## config.mk

```make
export PLATFORM = sky130hd
export DESIGN_NAME = comm_master_gen
export DESIGN_NICKNAME = d
export VERILOG_FILES = /design/src/rtl/comm_master_gen.sv
export SDC_FILE = /design/constraint.sdc
export NUM_CORES = 1
export LEC_CHECK = 0
export ABC_AREA = 0
export BUFFER_PORTS_ARGS = -buffer_cell sky130_fd_sc_hd__buf_4
export CAP_MARGIN = 20
export CORE_ASPECT_RATIO = 0.6
export CORE_MARGIN = 5
export CORE_UTILIZATION = 55
export CTS_BUF_LIST = sky130_fd_sc_hd__clkbuf_4 sky130_fd_sc_hd__clkbuf_8 sky130_fd_sc_hd__clkbuf_16
export CTS_CLUSTER_DIAMETER = 60
export DETAILED_ROUTE_END_ITERATION = 7
export PLACE_DENSITY = 0.75
export RECOVER_POWER = 100
export SYNTH_ARGS = -nofsm -noshare
export SYNTH_HDL_FRONTEND = slang
export SYNTH_SLANG_ARGS = --single-unit
```

## constraint.sdc

```tcl
create_clock -name clk -period 7.1 [get_ports clk]
set_clock_uncertainty 0.05 [all_clocks]
set_input_delay 0.71 -clock clk [delete_from_list [all_inputs] [get_ports clk]]
set_output_delay 0.71 -clock clk [all_outputs]
set_load 0.01 [all_outputs]
```

## src/rtl/comm_master_gen.sv

```systemverilog
// Wireless-link command master: frames {cmd, payload} onto an 8N1 UART, then waits
// for a one-byte response from the copter, resending the frame on timeout.
module comm_master_gen #(
  parameter int         DATA_BYTES   = 2,
  parameter int         BAUD_DIV     = 2604,
  parameter int         RESP_TIMEOUT = 5000000,
  parameter int         MAX_RETRY    = 2,
  parameter logic [7:0] ACK_VAL      = 8'hA5
) (
  input  logic                    clk,
  input  logic                    rst,
  input  logic [7:0]              cmd,
  input  logic [8*DATA_BYTES-1:0] data,
  input  logic                    snd_cmd,
  input  logic                    clr_resp_rdy,
  input  logic                    RX,
  output logic                    TX,
  output logic                    busy,
  output logic                    frm_snt,
  output logic                    resp_rdy,
  output logic [7:0]              resp,
  output logic                    resp_ack,
  output logic                    timeout,
  output logic [2:0]              retry_cnt,
  output logic [2:0]              o_dbg_state,
  output logic [1:0]              o_dbg_rx_state
);

  localparam int              SHW       = 8 * (DATA_BYTES + 1);
  localparam int              TOW       = $clog2(RESP_TIMEOUT + 1);
  localparam logic [11:0]     BAUD_LAST = 12'(BAUD_DIV - 1);
  localparam logic [11:0]     BAUD_PRE  = 12'(BAUD_DIV - 2);
  localparam logic [11:0]     BAUD_HALF = 12'(BAUD_DIV / 2 - 1);
  localparam logic [TOW-1:0]  TO_LAST   = TOW'(RESP_TIMEOUT - 1);
  localparam logic [TOW-1:0]  TO_SAT    = '1;
  localparam logic [2:0]      RETRY_MAX = 3'(MAX_RETRY);
  localparam logic [2:0]      LAST_BYTE = 3'(DATA_BYTES);

  typedef enum logic [2:0] {S_IDLE, S_LOAD, S_TX_BYTE, S_WAIT_RESP, S_DONE} state_t;
  typedef enum logic [1:0] {RX_IDLE, RX_START, RX_DATA, RX_STOP} rx_state_t;

  state_t         r_state;
  logic [SHW-1:0] r_shadow;
  logic [2:0]     r_byte_idx;
  logic [8:0]     r_tx_shift;
  logic [3:0]     r_tx_bit;
  logic [11:0]    r_tx_baud;
  logic [TOW-1:0] r_to_cnt;
  logic           r_tx;
  logic           r_busy;
  logic           r_frm_snt;
  logic           r_resp_rdy;
  logic [7:0]     r_resp;
  logic           r_timeout;
  logic [2:0]     r_retry_cnt;
  logic [7:0]     w_load_byte;

  rx_state_t      r_rx_state;
  logic           r_rx_s1;
  logic           r_rx_s2;
  logic           r_rx_d;
  logic [11:0]    r_rx_baud;
  logic [2:0]     r_rx_bit;
  logic [7:0]     r_rx_shift;
  logic           r_rx_valid;
  logic [7:0]     r_rx_byte;

  // Byte 0 is cmd; payload bytes follow, most significant byte first.
  always_comb begin
    w_load_byte = '0;
    for (int i = 0; i <= DATA_BYTES; i++) begin
      if (r_byte_idx == 3'(i)) w_load_byte = r_shadow[SHW-1-8*i -: 8];
    end
  end

  // Request handshake: snd_cmd is a one-cycle request, accepted only while busy=0;
  // busy stays high from acceptance until the FSM is back in IDLE.
  always_ff @(posedge clk) begin
    if (rst) begin
      r_state     <= S_IDLE;
      r_shadow    <= '0;
      r_byte_idx  <= '0;
      r_tx_shift  <= '1;
      r_tx_bit    <= '0;
      r_tx_baud   <= '0;
      r_to_cnt    <= '0;
      r_tx        <= 1'b1;
      r_busy      <= 1'b0;
      r_frm_snt   <= 1'b0;
      r_resp_rdy  <= 1'b0;
      r_resp      <= 8'h00;
      r_timeout   <= 1'b0;
      r_retry_cnt <= '0;
    end else begin
      r_frm_snt <= 1'b0;
      if (clr_resp_rdy) r_resp_rdy <= 1'b0;
      case (r_state)
        S_IDLE: begin
          if (snd_cmd) begin
            r_shadow    <= {cmd, data};
            r_busy      <= 1'b1;
            r_resp_rdy  <= 1'b0;
            r_timeout   <= 1'b0;
            r_retry_cnt <= '0;
            r_byte_idx  <= '0;
            r_state     <= S_LOAD;
          end
        end
        S_LOAD: begin
          r_tx       <= 1'b0;
          r_tx_shift <= {1'b1, w_load_byte};
          r_tx_bit   <= '0;
          r_tx_baud  <= '0;
          r_state    <= S_TX_BYTE;
        end
        S_TX_BYTE: begin
          // The stop bit ends one cycle early here: the following LOAD or the
          // first WAIT_RESP cycle supplies its final cycle, so bytes abut.
          if (r_tx_bit == 4'd9 && r_tx_baud == BAUD_PRE) begin
            r_tx_baud <= '0;
            if (r_byte_idx == LAST_BYTE) begin
              r_frm_snt <= 1'b1;
              r_to_cnt  <= '0;
              r_state   <= S_WAIT_RESP;
            end else begin
              r_byte_idx <= r_byte_idx + 3'd1;
              r_state    <= S_LOAD;
            end
          end else if (r_tx_baud == BAUD_LAST) begin
            r_tx_baud  <= '0;
            r_tx_bit   <= r_tx_bit + 4'd1;
            r_tx       <= r_tx_shift[0];
            r_tx_shift <= {1'b1, r_tx_shift[8:1]};
          end else begin
            r_tx_baud <= r_tx_baud + 12'd1;
          end
        end
        S_WAIT_RESP: begin
          if (r_to_cnt != TO_SAT) r_to_cnt <= r_to_cnt + 1'b1;
          if (r_rx_valid) begin
            r_resp     <= r_rx_byte;
            r_resp_rdy <= 1'b1;
            r_state    <= S_DONE;
          end else if (r_to_cnt == TO_LAST) begin
            if (r_retry_cnt < RETRY_MAX) begin
              r_retry_cnt <= r_retry_cnt + 3'd1;
              r_byte_idx  <= '0;
              r_state     <= S_LOAD;
            end else begin
              r_timeout <= 1'b1;
              r_state   <= S_DONE;
            end
          end
        end
        S_DONE: begin
          r_busy  <= 1'b0;
          r_state <= S_IDLE;
        end
        default: r_state <= S_IDLE;
      endcase
    end
  end

  // Free-running receiver; start bit re-checked at half-bit to reject glitches.
  always_ff @(posedge clk) begin
    if (rst) begin
      r_rx_s1    <= 1'b1;
      r_rx_s2    <= 1'b1;
      r_rx_d     <= 1'b1;
      r_rx_state <= RX_IDLE;
      r_rx_baud  <= '0;
      r_rx_bit   <= '0;
      r_rx_shift <= '0;
      r_rx_valid <= 1'b0;
      r_rx_byte  <= '0;
    end else begin
      r_rx_s1    <= RX;
      r_rx_s2    <= r_rx_s1;
      r_rx_d     <= r_rx_s2;
      r_rx_valid <= 1'b0;
      case (r_rx_state)
        RX_IDLE: begin
          if (r_rx_d && !r_rx_s2) begin
            r_rx_baud  <= '0;
            r_rx_state <= RX_START;
          end
        end
        RX_START: begin
          if (r_rx_baud == BAUD_HALF) begin
            r_rx_baud  <= '0;
            r_rx_bit   <= '0;
            r_rx_state <= r_rx_s2 ? RX_IDLE : RX_DATA;
          end else begin
            r_rx_baud <= r_rx_baud + 12'd1;
          end
        end
        RX_DATA: begin
          if (r_rx_baud == BAUD_LAST) begin
            r_rx_baud  <= '0;
            r_rx_shift <= {r_rx_s2, r_rx_shift[7:1]};
            if (r_rx_bit == 3'd7) r_rx_state <= RX_STOP;
            else                  r_rx_bit   <= r_rx_bit + 3'd1;
          end else begin
            r_rx_baud <= r_rx_baud + 12'd1;
          end
        end
        RX_STOP: begin
          if (r_rx_baud == BAUD_LAST) begin
            r_rx_baud  <= '0;
            r_rx_state <= RX_IDLE;
            if (r_rx_s2) begin
              r_rx_valid <= 1'b1;
              r_rx_byte  <= r_rx_shift;
            end
          end else begin
            r_rx_baud <= r_rx_baud + 12'd1;
          end
        end
        default: r_rx_state <= RX_IDLE;
      endcase
    end
  end

  assign TX             = r_tx;
  assign busy           = r_busy;
  assign frm_snt        = r_frm_snt;
  assign resp_rdy       = r_resp_rdy;
  assign resp           = r_resp;
  assign resp_ack       = r_resp_rdy && (r_resp == ACK_VAL);
  assign timeout        = r_timeout;
  assign retry_cnt      = r_retry_cnt;
  assign o_dbg_state    = r_state;
  assign o_dbg_rx_state = r_rx_state;

endmodule

```

After elaboration in Yosys (flattened, before gate mapping)

Index checks and enable logic that the tools add are counted.

Bits of input ports: 29
Logic and storage cells: 165
Register bits after elaboration: 131

Add/sub/neg operators: 7
$lt $le $gt $ge: 1
Reduce and logical (&&, ||, !) cells: 29
Bitwise gates (word level): 4
Equal/unequal tests: 36
Mux-type cells: 65

Operator list:

| operator                                                                | number |
|---|---|
| 23-bit two-way mux                                                      | 3 |
| 12-bit two-way mux                                                      | 5 |
| 3-bit two-way mux                                                       | 17 |
| 23-bit one-hot mux with 2 select lines                                  | 1 |
| 12-bit equality test, second input constant                             | 3 |
| 12-bit one-hot mux with 3 select lines                                  | 1 |
| 2-bit != test, second input constant                                    | 17 |
| 12-bit by 1-bit adder with 12-bit output, second input constant         | 2 |
| 8-bit two-way mux                                                       | 3 |
| 12-bit one-hot mux with 2 select lines                                  | 1 |
| 23-bit by 1-bit adder with 23-bit output, second input constant         | 1 |
| 23-bit equality test, second input constant                             | 1 |
| 23-bit != test, second input constant                                   | 1 |
| 9-bit two-way mux                                                       | 2 |
| 9-bit one-hot mux with 2 select lines                                   | 1 |
| 5-bit AND reduction                                                     | 3 |
| 2-bit two-way mux                                                       | 7 |
| 12-bit by 11-bit equality test with 1-bit output, second input constant | 1 |
| 1-bit two-way mux                                                       | 12 |
| 3-bit one-hot mux with 2 select lines                                   | 2 |
| 3-bit one-hot mux with 4 select lines                                   | 1 |
| 2-bit nonzero test                                                      | 5 |
| 3-bit by 1-bit adder with 3-bit output, second input constant           | 3 |
| 3-bit by 2-bit equality test with 1-bit output, second input constant   | 3 |
| 26 further kinds                                                        | 46 |

Logic depth before layout (Yosys ltp)

Gate-level depths: netlist of run 1.

Word-level depth: 5
Depth in mapped cells: 10
Depth with buffers taken out: 7

Worst setup path before layout of run 1

OpenSTA, ideal clock, no wires.

Path kind: reg2reg
Start: register r_to_cnt[13]
End: register r_byte_idx[0]
Setup slack: 4.590 ns
Cell stages (with the launch flop): 7
Arrival: 2.340 ns
Data required time: 6.929 ns
Setup time: 0.121 ns
Period minus slack after synthesis: 2.510 ns
Cell sequence: dfxtp_1 > buf_6 > or4_1 > or4_4 > o41a_1 > nor3_1 > mux2_2

Cells in the longest elaborated chain, start to end: 3

Ends and longest elaborated chain:

| element                       | RTL line | text |
|---|---|---|
| start, declared               | 48       | `logic [TOW-1:0] r_to_cnt;` |
| start signal, assigned        | 139      | `if (r_to_cnt != TO_SAT) r_to_cnt <= r_to_cnt + 1'b1;` |
| 23-bit equality test          | 144      | `end else if (r_to_cnt == TO_LAST) begin` |
| 2-bit != test (no line)       | n/a      |  |
| 7-bit AND reduction (no line) | n/a      |  |
| end signal, assigned          | 126      | `r_byte_idx <= r_byte_idx + 3'd1;` |
| end, declared                 | 44       | `logic [2:0] r_byte_idx;` |

No other way between the ends.
A chain may end at the register's enable or synchronous reset.

==> results of run 1 <==
==> cells in the final DEF (no fill, tap or decap), types with 8 or more instances in the layout <==
| cell | instances |
|---|---|
| inv_1 | 12 |
| nand3_1 | 26 |
| nor4_1 | 8 |
| nand4_1 | 13 |
| ha_1 | 14 |
| clkbuf_1 | 24 |
| o21ai_0 | 31 |
| and3_1 | 10 |
| mux2i_1 | 20 |
| o31ai_1 | 9 |
| nor3_1 | 27 |
| and3b_1 | 9 |
| and2_1 | 8 |
| clkbuf_16 | 17 |
| nor2_1 | 61 |
| or4_1 | 9 |
| dfxtp_1 | 130 |
| nand3b_1 | 8 |
| a21oi_1 | 63 |
| a311oi_1 | 13 |
| nand2_1 | 130 |
| buf_4 | 29 |
==> logic make-up (layout without fill, tap and decap cells) <==
| family | after synthesis | after routing | synth area share [%] |
|---|---|---|---|
| muxes | 23 | 23 | 3.72 |
| AOI/OAI and AO/OA | 181 | 181 | 19.0 |
| buffers and inverters | 57 | 97 | 4.18 |
| DFF | 130 | 130 | 41.4 |
| xor gates and xnor gates | 6 | 6 | 0.836 |
| adders and majority gates | 14 | 14 | 2.79 |
| and+or+nand+nor | 352 | 352 | 28.1 |
==> through the flow <==
| step | total power [W] | hold slack [ns] |
|---|---|---|
| after floorplan | 0.000977 | 0.339 |
| after global placement | 0.00104 | 0.343 |
| after detailed placement | 0.00105 | 0.358 |
| after CTS | 0.00197 | 0.373 |
| after global routing | 0.00203 | 0.383 |
| final | 0.00196 | 0.375 |
==> state kept, by name, indices dropped and copies added (netlist names), 3 cells and up, named ones only <==
name	flops
resp	8
r_tx_shift	8
r_byte_idx	3
r_tx_baud	12
retry_cnt	3
r_rx_bit	3
r_rx_byte	8
r_rx_baud	12
o_dbg_state	3
r_shadow	24
r_tx_bit	4
r_rx_shift	8
r_to_cnt	23
==> worst reg2reg max path: cells and delay by family, from the launching register on <==
family	cells	cell delay (ns)
AO/OA/AOI/OAI	1	0.20
flip-flops	1	0.55
AND/OR/NAND/NOR	4	1.92
==> final cells by class <==
type	instances	area [um^2]
Tap cell	144	180
Timing Repair Buffer	53	308
Clock inverter	14	189
Multi-Input combinational cell	576	3420
Fill cell	942	4050
Clock buffer	18	433
Inverter	12	45.0
Sequential cell	130	2600
==> metal layers <==
metal,share of wire [%],up-vias,wire [um]
met3,7.3,29,1150
met5,0,-,0
met2,42,212,6610
met4,1.3,0,202
met1,50,2762,7810
li1,-,2841,-
==> worst max path at each step <==
stage / startpoint / endpoint / slack, ns / depth (start not counted)
floorplan: r_to_cnt[13] / r_byte_idx[0] / 4.59 / 6
global placement: o_dbg_state[1] / r_to_cnt[3] / 4.42 / 5
detailed placement: o_dbg_state[1] / r_to_cnt[4] / 4.27 / 5
CTS: o_dbg_state[1] / r_to_cnt[15] / 4.26 / 5
global route: rst / r_byte_idx[0] / 2.24 / 4
finish: rst / r_byte_idx[0] / 2.62 / 4
==> where the power goes <==
part	internal [W]	leakage, nW	switching, W	total [W]
sequential	0.000766	1.05	0.0000300	0.000796
clock	0.000568	0.307	0.000355	0.000923
combinational	0.0000821	1.22	0.000156	0.000238
total	0.00142	2.58	0.000541	0.00196
==> results.md, run 1 <==
- Worst-margin pin slew: 2.62 ns
- Port Buffers: 50
- Synth area leaders: dfxtp_1 (41%), nand2_1 (7.8%), a21oi_1 (5.0%)
- DRT iter0 DRCs: 603
- Critical Path Source Type: input pin
- Initial Utilization: 56.0%
- Clock insertion delay at the later pin of the skew report: 0.42 ns
- Non-filler cells in the finished layout: 947
- Residual DRC: 0
- Congestion Overflow GR: 0
- Post-synth EDFFs: 0
- Worst Hold Endpoint: r_rx_s2
- Delay-heaviest family, CP: buffers and inverters
- Initial antenna violation count: 0
- Highest Clock Rate: 223 MHz
- Setup WS post-layout: 2.62 ns
- Async set-reset flop share out of synthesis: 0%
- Core Rows: 30
- Root Driver: clkbuf_16
- Largest area contributor in the netlist: dfxtp_1
- Max incr delay on CP: 1.95 ns
- R2R Setup Slk: 4.15 ns
- ANT nets after route: 0
- Layout cells sized above 1: 9.96%
- WHS Path Cells: 1
- CTS tree: done
- Primary FF master, synth: dfxtp_1
- Length in cells of the worst reg-to-reg path: 5
- Die W: 148 um
- Most used cell, CP: clkbuf_1
- Crit-path slowest cell: clkbuf_1
- Peak VDD IR: 0.000182 V
- Run status: finished, violations left
- Data arrival, critical path: 4.74 ns
- DR vias: 5844
- RSZ-0062 raised after global routing: no
- Worst Path Max Fanout: 64
- Clock tree sinks: 130
- Syn Nets: 806
- Max_cap viols: 2
- Vias in the first global route: 5418
- Die area: 0.0137 mm^2
- H-tree depth: 4
- Worst Hold Launch: r_rx_s1
- # hold bufs at CTS: 0
- CP required: 7.36 ns
- TritonRoute pass-1 iters: 5
- Syn-to-layout area delta: 14.2%
- Pre-CTS setup slack: 4.27 ns
- Kind of critical path: input pin to flop
- Met2 usage in global routing: 33.7%
- Largest net degree at the start of global routing: 65
- Placed cell areas: 0.00665 mm^2
- HPWL Detailed: 10800 um
- Via density: 6.17
- Total CTS buffers: 17
- Setup TNS: 0 ns
- Critical R2R Launch: o_dbg_state[1]
- Design area: 0.00718 mm^2
- Syn Inst Count: 763
- Global placement routability congestion: 0.918
- Synthesized flop and latch total: 130
- Distinct cells, synth: 68
- # diodes: 0
- Pwr per Cell Area: 273 mW/mm^2
- Hold crit path type: flop to flop
- Post-cts sizing count: 0
- Inst Count DP: 915
- Fin crit period: 4.48 ns
- I/O pin count: 51
- DRT Wirelength: 15800 um
- First-pass GRT wire length: 26500 um
- Buf/Inv on CP: 2
- Critical R2R Capture: r_to_cnt[15]
- GR Util met1: 34.4%
- Setup Buffers After CTS: 0
- Synth top cells by count: dfxtp_1 (130), nand2_1 (130), a21oi_1 (63)
- Fin nets: 833
- Crit. End Element: flop
- GR Util All Layers: 23.4%
- Crit-path cells: clkbuf_1 > clkbuf_1 > nor3_1 > mux2_2
- Die H: 92.8 um
- Yosys warning count: 0
- Core Footprint: 0.0112 mm^2
- Failing checks: max-capacitance violations, max-slew violations
- Synthesized area: 0.00628 mm^2
- Post-layout util: 63.9%
- Share of the synthesized area in the top cell type: 41.4%
- Leakage: 2.58 nW
- Setup violation total in the final timing report: 0
- Relative slew slack: -74.5%
- Slew Viols, Final: 117
- GR Layer Usage met3: 5.13%
- Seq/Total Area, Yosys: 41.4%
- Fin crit share: 63.1%
- Per-cell routed wire length: 16.6 um
- Avg Inst Size Synth: 8.24 um^2
- Clock Path Buffers: 2
- Busiest grt layer: met1
- Final Hold Fails: 0
- Clock slew at reported path FFs: 0.06 ns
(Power assumes the default switching activity.)
==> inputs of run 2 (changes only) <==
--- a/config.mk
+++ b/config.mk
@@ -10,11 +10,11 @@
 export CAP_MARGIN = 20
 export CORE_ASPECT_RATIO = 0.6
 export CORE_MARGIN = 5
-export CORE_UTILIZATION = 55
+export CORE_UTILIZATION = 54
 export CTS_BUF_LIST = sky130_fd_sc_hd__clkbuf_4 sky130_fd_sc_hd__clkbuf_8 sky130_fd_sc_hd__clkbuf_16
 export CTS_CLUSTER_DIAMETER = 60
 export DETAILED_ROUTE_END_ITERATION = 7
-export PLACE_DENSITY = 0.75
+export PLACE_DENSITY = 0.77
 export RECOVER_POWER = 100
 export SYNTH_ARGS = -nofsm -noshare
 export SYNTH_HDL_FRONTEND = slang
==> constraint.sdc (replaced) <==
create_clock -name clk -period 3.75 [get_ports clk]
set_clock_uncertainty 0.05 [all_clocks]
set_input_delay 0.375 -clock clk [delete_from_list [all_inputs] [get_ports clk]]
set_output_delay 0.375 -clock clk [all_outputs]
set_load 0.01 [all_outputs]
==> run 2 against run 1 <==
First-iteration DRC count shrank 16%. Sequential cell count is the same. Critical path type is now flop to flop. Non-clock buffer count is the same. Clock power grew 81%. The run now ends clean.
==> results.md, run 2 (same netlist as run 1, synthesis figures left out) <==
- Max incr delay on CP: 0.92 ns (-1.03 ns)
- Port Buffers: 50 (unchanged)
- # diodes: 0 (unchanged)
- Root Driver: clkbuf_16
- TritonRoute pass-1 iters: 5 (unchanged)
- Initial Utilization: 55.4% (-0.56 points)
- Total CTS buffers: 17 (unchanged)
- Global placement routability congestion: 0.916 (-0.21%)
- Die H: 93.6 um (+0.82%)
- Setup violation total in the final timing report: 0 (unchanged)
- Most frequent cells in the layout: dfxtp_1 (130), nand2_1 (130), a21oi_1 (63)
- Final Hold Fails: 0 (unchanged)
- Setup TNS: 0 ns (unchanged)
- DR vias: 5910 (+1.1%)
- Hold crit path type: input pin to flop
- Data arrival, critical path: 3.36 ns (-1.38 ns)
- Congestion Overflow GR: 0 (unchanged)
- Clock tree sinks: 130 (unchanged)
- Crit. End Element: flop
- Kind of critical path: flop to flop
- Largest net degree at the start of global routing: 67 (+3.1%)
- Fin crit period: 3.10 ns
- Fin nets: 833 (unchanged)
- Die W: 149 um (+0.86%)
- Syn-to-layout area delta: 14.1%
- Highest Clock Rate: 322 MHz
- DRT Wirelength: 16200 um (+2.5%)
- Post-cts sizing count: 0 (unchanged)
- Pwr per Cell Area: 506 mW/mm^2 (+86%)
- Relative slew slack: 15.8% (+90 points)
- Residual DRC: 0 (unchanged)
- # hold bufs at CTS: 0 (unchanged)
- Layout cells sized above 1: 9.96% (unchanged)
- Worst-margin pin slew: 1.26 ns (-1.36 ns)
- Leakage: 2.56 nW (-0.84%)
- Peak VDD IR: 0.000306 V (+68%)
- Setup Buffers After CTS: 0 (unchanged)
- Core Rows: 30 (unchanged)
- Max reg flops: 24 (unchanged)
- Initial antenna violation count: 0 (unchanged)
- Slew Viols, Final: 0 (-100%)
- ANT nets after route: 0 (unchanged)
- GR Util All Layers: 23.6% (+0.21 points)
- Critical Path Source Type: flop
- Fin crit share: 82.8%
- Die area: 0.0140 mm^2 (+1.7%)
- Run status: finished, final reports clean
- CP required: 4.00 ns (-3.36 ns)
- First-pass GRT wire length: 26800 um (+1.3%)
- Top flop regs: r_shadow (24), r_to_cnt (23)
- Via density: 6.14 (-0.55%)
- Vias in the first global route: 5402 (-0.30%)
- Clock slew at reported path FFs: 0.06 ns (about the same)
- Core Footprint: 0.0113 mm^2 (+1.0%)
- Largest Register: r_shadow
- Per-cell routed wire length: 16.8 um (+0.85%)
- I/O pin count: 51 (unchanged)
- Crit-path cells: nor3b_1 > clkbuf_1 > o211ai_1 > o21ai_0 > o2111ai_1 > o31a_1
- Max_cap viols: 0 (-2)
- Clock insertion delay at the later pin of the skew report: 0.42 ns (about the same)
- Crit-path slowest cell: o21ai_0
- Clock Path Buffers: 2 (unchanged)
- Placed cell areas: 0.00667 mm^2 (+0.30%)
- HPWL Detailed: 11100 um (+1.9%)
- Post-layout util: 63.2% (-0.71 points)
- RSZ-0062 raised after global routing: no
- CTS tree: done
- Design area: 0.00717 mm^2 (-0.12%)
- DRT iter0 DRCs: 507 (-16%)
- Worst Path Max Fanout: 15 (-77%)
- H-tree depth: 4 (unchanged)
==> run 2: cell types whose count changed in the layout (fill, tap and decap cells not counted), sizes merged <==
cell	before	now
bufinv	3	2
clkbuf	42	43
clkinv	3	4
clkinvlp	0	3
inv	20	16
==> run 2: path summary, 6_finish.rpt <==
check,cells past startpoint,startpoint,endpoint,slack (ns)
worst max-delay path,6,o_dbg_state[1],r_tx_shift[7],0.65
worst min-delay path,2,RX,r_rx_s1,0.09
worst max register to register,6,o_dbg_state[1],r_tx_shift[7],0.65
worst min register to register,1,r_rx_s1,r_rx_s2,0.37
==> run 2: worst max-delay path, delay by kind of cell, from the launching register on <==
family,cells,cell delay (ns)
buf+inv,1,0.57
simple gates,1,0.23
flops,1,0.52
compound gates,4,1.63
==> run 2: per-layer routing <==
metal	wire (um)	share of wire [%]	GRT usage, %
met1	7810	48	34.3
met2	6990	43	34.4
met4	201	1.2	7.77
met3	1170	7.2	5.57
met5	0	0	0
==> run 2: final cells by class <==
type / instances / area [um^2]
Multi-Input combinational cell: 576 / 3420
Fill cell: 971 / 4170
Clock inverter: 13 / 149
Timing Repair Buffer: 53 / 309
Clock buffer: 19 / 447
Inverter: 12 / 45.0
Sequential cell: 130 / 2600
Tap cell: 160 / 200
==> run 2: metrics by stage <==
stage | total power (W) | std cells | worst slack [ns] | hold slack (ns)
2_1_floorplan | 0.00185 | 763 | 1.24 | 0.339
3_3_place_gp | 0.00197 | 931 | 1.08 | 0.350
3_5_place_dp | 0.00199 | 931 | 0.931 | 0.357
4_1_cts | 0.00365 | 963 | 0.905 | 0.0814
5_1_grt | 0.00378 | 963 | 0.322 | 0.0870
6_report | 0.00363 | 963 | 0.646 | 0.0897
==> run 2: power breakdown <==
part | internal (W) | switching (W) | leakage (nW)
Clock | 0.00101 | 0.000659 | 0.284
Sequential | 0.00145 | 0.0000570 | 1.05
Combinational | 0.000154 | 0.000296 | 1.22
Total | 0.00262 | 0.00101 | 2.56
==> inputs of run 3 (changes only) <==
==> constraint.sdc (replaced) <==
create_clock -name clk -period 2.5 [get_ports clk]
set_clock_uncertainty 0.05 [all_clocks]
set_input_delay 0.25 -clock clk [delete_from_list [all_inputs] [get_ports clk]]
set_output_delay 0.25 -clock clk [all_outputs]
set_load 0.01 [all_outputs]
==> run 3 against run 2 <==
Combinational power grew 74%. Setup slack lost 0.61 ns. Count of clock-buffer cells in the layout shrank 2. Maximum frequency grew 26%. Final cell count grew 3.6%. Sequential power grew 48%. Worst hold slack lost 0.063 ns. Clock power grew 65%. Utilization grew 3.2 points. Non-clock buffer count grew 36. Sequential cell count is the same. Largest cell class unchanged. Largest power group unchanged.
==> results.md, run 3 (same netlist as run 1, synthesis figures left out) <==
- Root Driver: clkbuf_16
- Via density: 6.10 (-0.58%)
- Die H: 93.6 um (unchanged)
- Largest Register: r_shadow
- Fin crit share: 98.7% (+16 points)
- Kind of critical path: flop to flop
- Fin crit period: 2.47 ns (-0.636 ns)
- Layout cells sized above 1: 14.0% (+4.0 points)
- Crit. End Element: flop
- H-tree depth: 4 (unchanged)
- Critical R2R Launch: r_to_cnt[10]
- Total CTS buffers: 17 (unchanged)
- Critical Path Source Type: flop
- Port Buffers: 50 (unchanged)
- Fin nets: 869 (+4.3%)
- Multi-input logic area: 0.00344 mm^2 (+0.84%)
- Slew Viols, Final: 0 (unchanged)
- Core Rows: 30 (unchanged)
- Clock Path Buffers: 2 (unchanged)
- Setup violation total in the final timing report: 0 (unchanged)
- Data arrival, critical path: 2.74 ns (-0.62 ns)
- Hold crit path type: input pin to flop
- Worst-margin pin slew: 1.06 ns (-0.204 ns)
- Vias in the first global route: 5682 (+5.2%)
- Worst Path Max Fanout: 4 (-11)
- Top flop regs: r_shadow (24), r_to_cnt (23)
- DRT iter0 DRCs: 433 (-15%)
- Per-cell routed wire length: 16.8 um (about the same)
- Pwr per Cell Area: 767 mW/mm^2 (+51%)
- Relative slew slack: 29.4% (+14 points)
- HPWL Detailed: 11500 um (+3.9%)
- DR vias: 6089 (+3.0%)
- Congestion Overflow GR: 0 (unchanged)
- Reg area: 0.00260 mm^2 (unchanged)
- Run status: finished, final reports clean
- Clock slew at reported path FFs: 0.06 ns (about the same)
- Initial Utilization: 55.4% (unchanged)
- Clock tree sinks: 130 (unchanged)
- Worst Hold Launch: data[7]
- Setup TNS: 0 ns (unchanged)
- Max_cap viols: 0 (unchanged)
- ANT nets after route: 0 (unchanged)
- First-pass GRT wire length: 27900 um (+4.3%)
- Peak VDD IR: 0.000595 V (+95%)
- Most frequent cells in the layout: dfxtp_1 (130), nand2_1 (130), a21oi_1 (63)
- Initial antenna violation count: 0 (unchanged)
- Critical R2R Capture: r_byte_idx[1]
- Max reg flops: 24 (unchanged)
- Worst Hold Endpoint: r_shadow[7]
- Non-filler cells in the finished layout: 998 (+3.6%)
- GR Util All Layers: 24.7% (+1.1 points)
- Die W: 149 um (unchanged)
- CP required: 2.77 ns (-1.23 ns)
- CTS tree: done
- Core Footprint: 0.0113 mm^2 (unchanged)
- # diodes: 0 (unchanged)
- Fill cells: 949 (-2.3%)
- Largest net degree at the start of global routing: 94 (+40%)
- R2R Setup Slk: 0.03 ns (-0.61 ns)
- Design area: 0.00753 mm^2 (+5.0%)
- I/O pin count: 51 (unchanged)
- Leakage: 2.77 nW (+8.1%)
- Final Hold Fails: 0 (unchanged)
- Residual DRC: 0 (unchanged)
- DRT Wirelength: 16800 um (+3.7%)
- Setup Buffers After CTS: 0 (unchanged)
- WHS Path Cells: 3 (+1)
- TritonRoute pass-1 iters: 5 (unchanged)
- Die area: 0.0140 mm^2 (unchanged)
- Clock insertion delay at the later pin of the skew report: 0.42 ns (about the same)
- RSZ-0062 raised after global routing: no
- Placed cell areas: 0.00693 mm^2 (+4.0%)
- Highest Clock Rate: 405 MHz (+26%)
- Syn-to-layout area delta: 19.7%
- Hold_ws: 0.0270 ns (-0.0627 ns)
- Global placement routability congestion: 0.894 (-2.4%)
- Length in cells of the worst reg-to-reg path: 5 (-1)
- Inst Count DP: 965 (+3.7%)
## run 3: how the worst max path moves through the flow
stage | cells after the start | start | endpoint
after floorplan | 6 | r_to_cnt[13] | r_byte_idx[0]
after global placement | 5 | r_to_cnt[10] | r_byte_idx[0]
after detailed placement | 5 | r_to_cnt[10] | r_byte_idx[0]
after CTS | 5 | r_to_cnt[10] | r_byte_idx[0]
after global routing | 5 | r_to_cnt[10] | r_byte_idx[1]
final | 5 | r_to_cnt[10] | r_byte_idx[1]
## run 3: through the flow
step / power [W] / worst slack [ns] / utilization [%]
CTS: 0.00580 / 0.0223 / 67.1
detailed placement: 0.00305 / -0.0684 / 61.2
global route: 0.00599 / 0.00306 / 66.4
global placement: 0.00301 / -0.0433 / 61.2
floorplan: 0.00278 / -0.0104 / -
finish: 0.00577 / 0.0321 / 66.4
## run 3: repair_timing
| action | CTS | global route |
|---|---|---|
| hold buffers | 1 | 0 |
| endpoints found under the setup margin | 3 | 2 |
| hold endpoints to repair | 1 | 0 |
| gates resized for setup | 3 | 2 |
| pin swaps | 2 | 3 |
## run 3: power by group
part	internal, W	leakage [nW]	switching, W	total (W)
registers	0.00218	1.05	0.0000628	0.00224
logic	0.000290	1.40	0.000492	0.000782
clock network	0.00178	0.313	0.000969	0.00275
total	0.00425	2.77	0.00152	0.00577
## run 3: area by class of cell
| class | instances | area share [%] |
|---|---|---|
| Sequential cell | 130 | 34.6 |
| Multi-Input combinational cell | 576 | 45.8 |
| Clock buffer | 17 | 5.65 |
| Inverter | 12 | 0.599 |
| Tap cell | 160 | 2.66 |
| Timing Repair Buffer | 89 | 7.75 |
| Clock inverter | 14 | 2.99 |
## run 3: worst max-delay path, cell delays in order (launching register included)
cell and delay, ns:
dfxtp_1 0.31, or4_4 0.53, or4_4 0.43, o41a_1 0.48
or4_1 0.49, o31ai_1 0.09
## run 3: routing by layer
metal / vias to the layer above / global-route usage, % / wire (um)
met4: 0 / 8.76 / 213
li1: 2909 / - / -
met2: 249 / 37.2 / 7550
met5: - / 0 / 0
met3: 19 / 5.13 / 1260
met1: 2912 / 35.1 / 7750
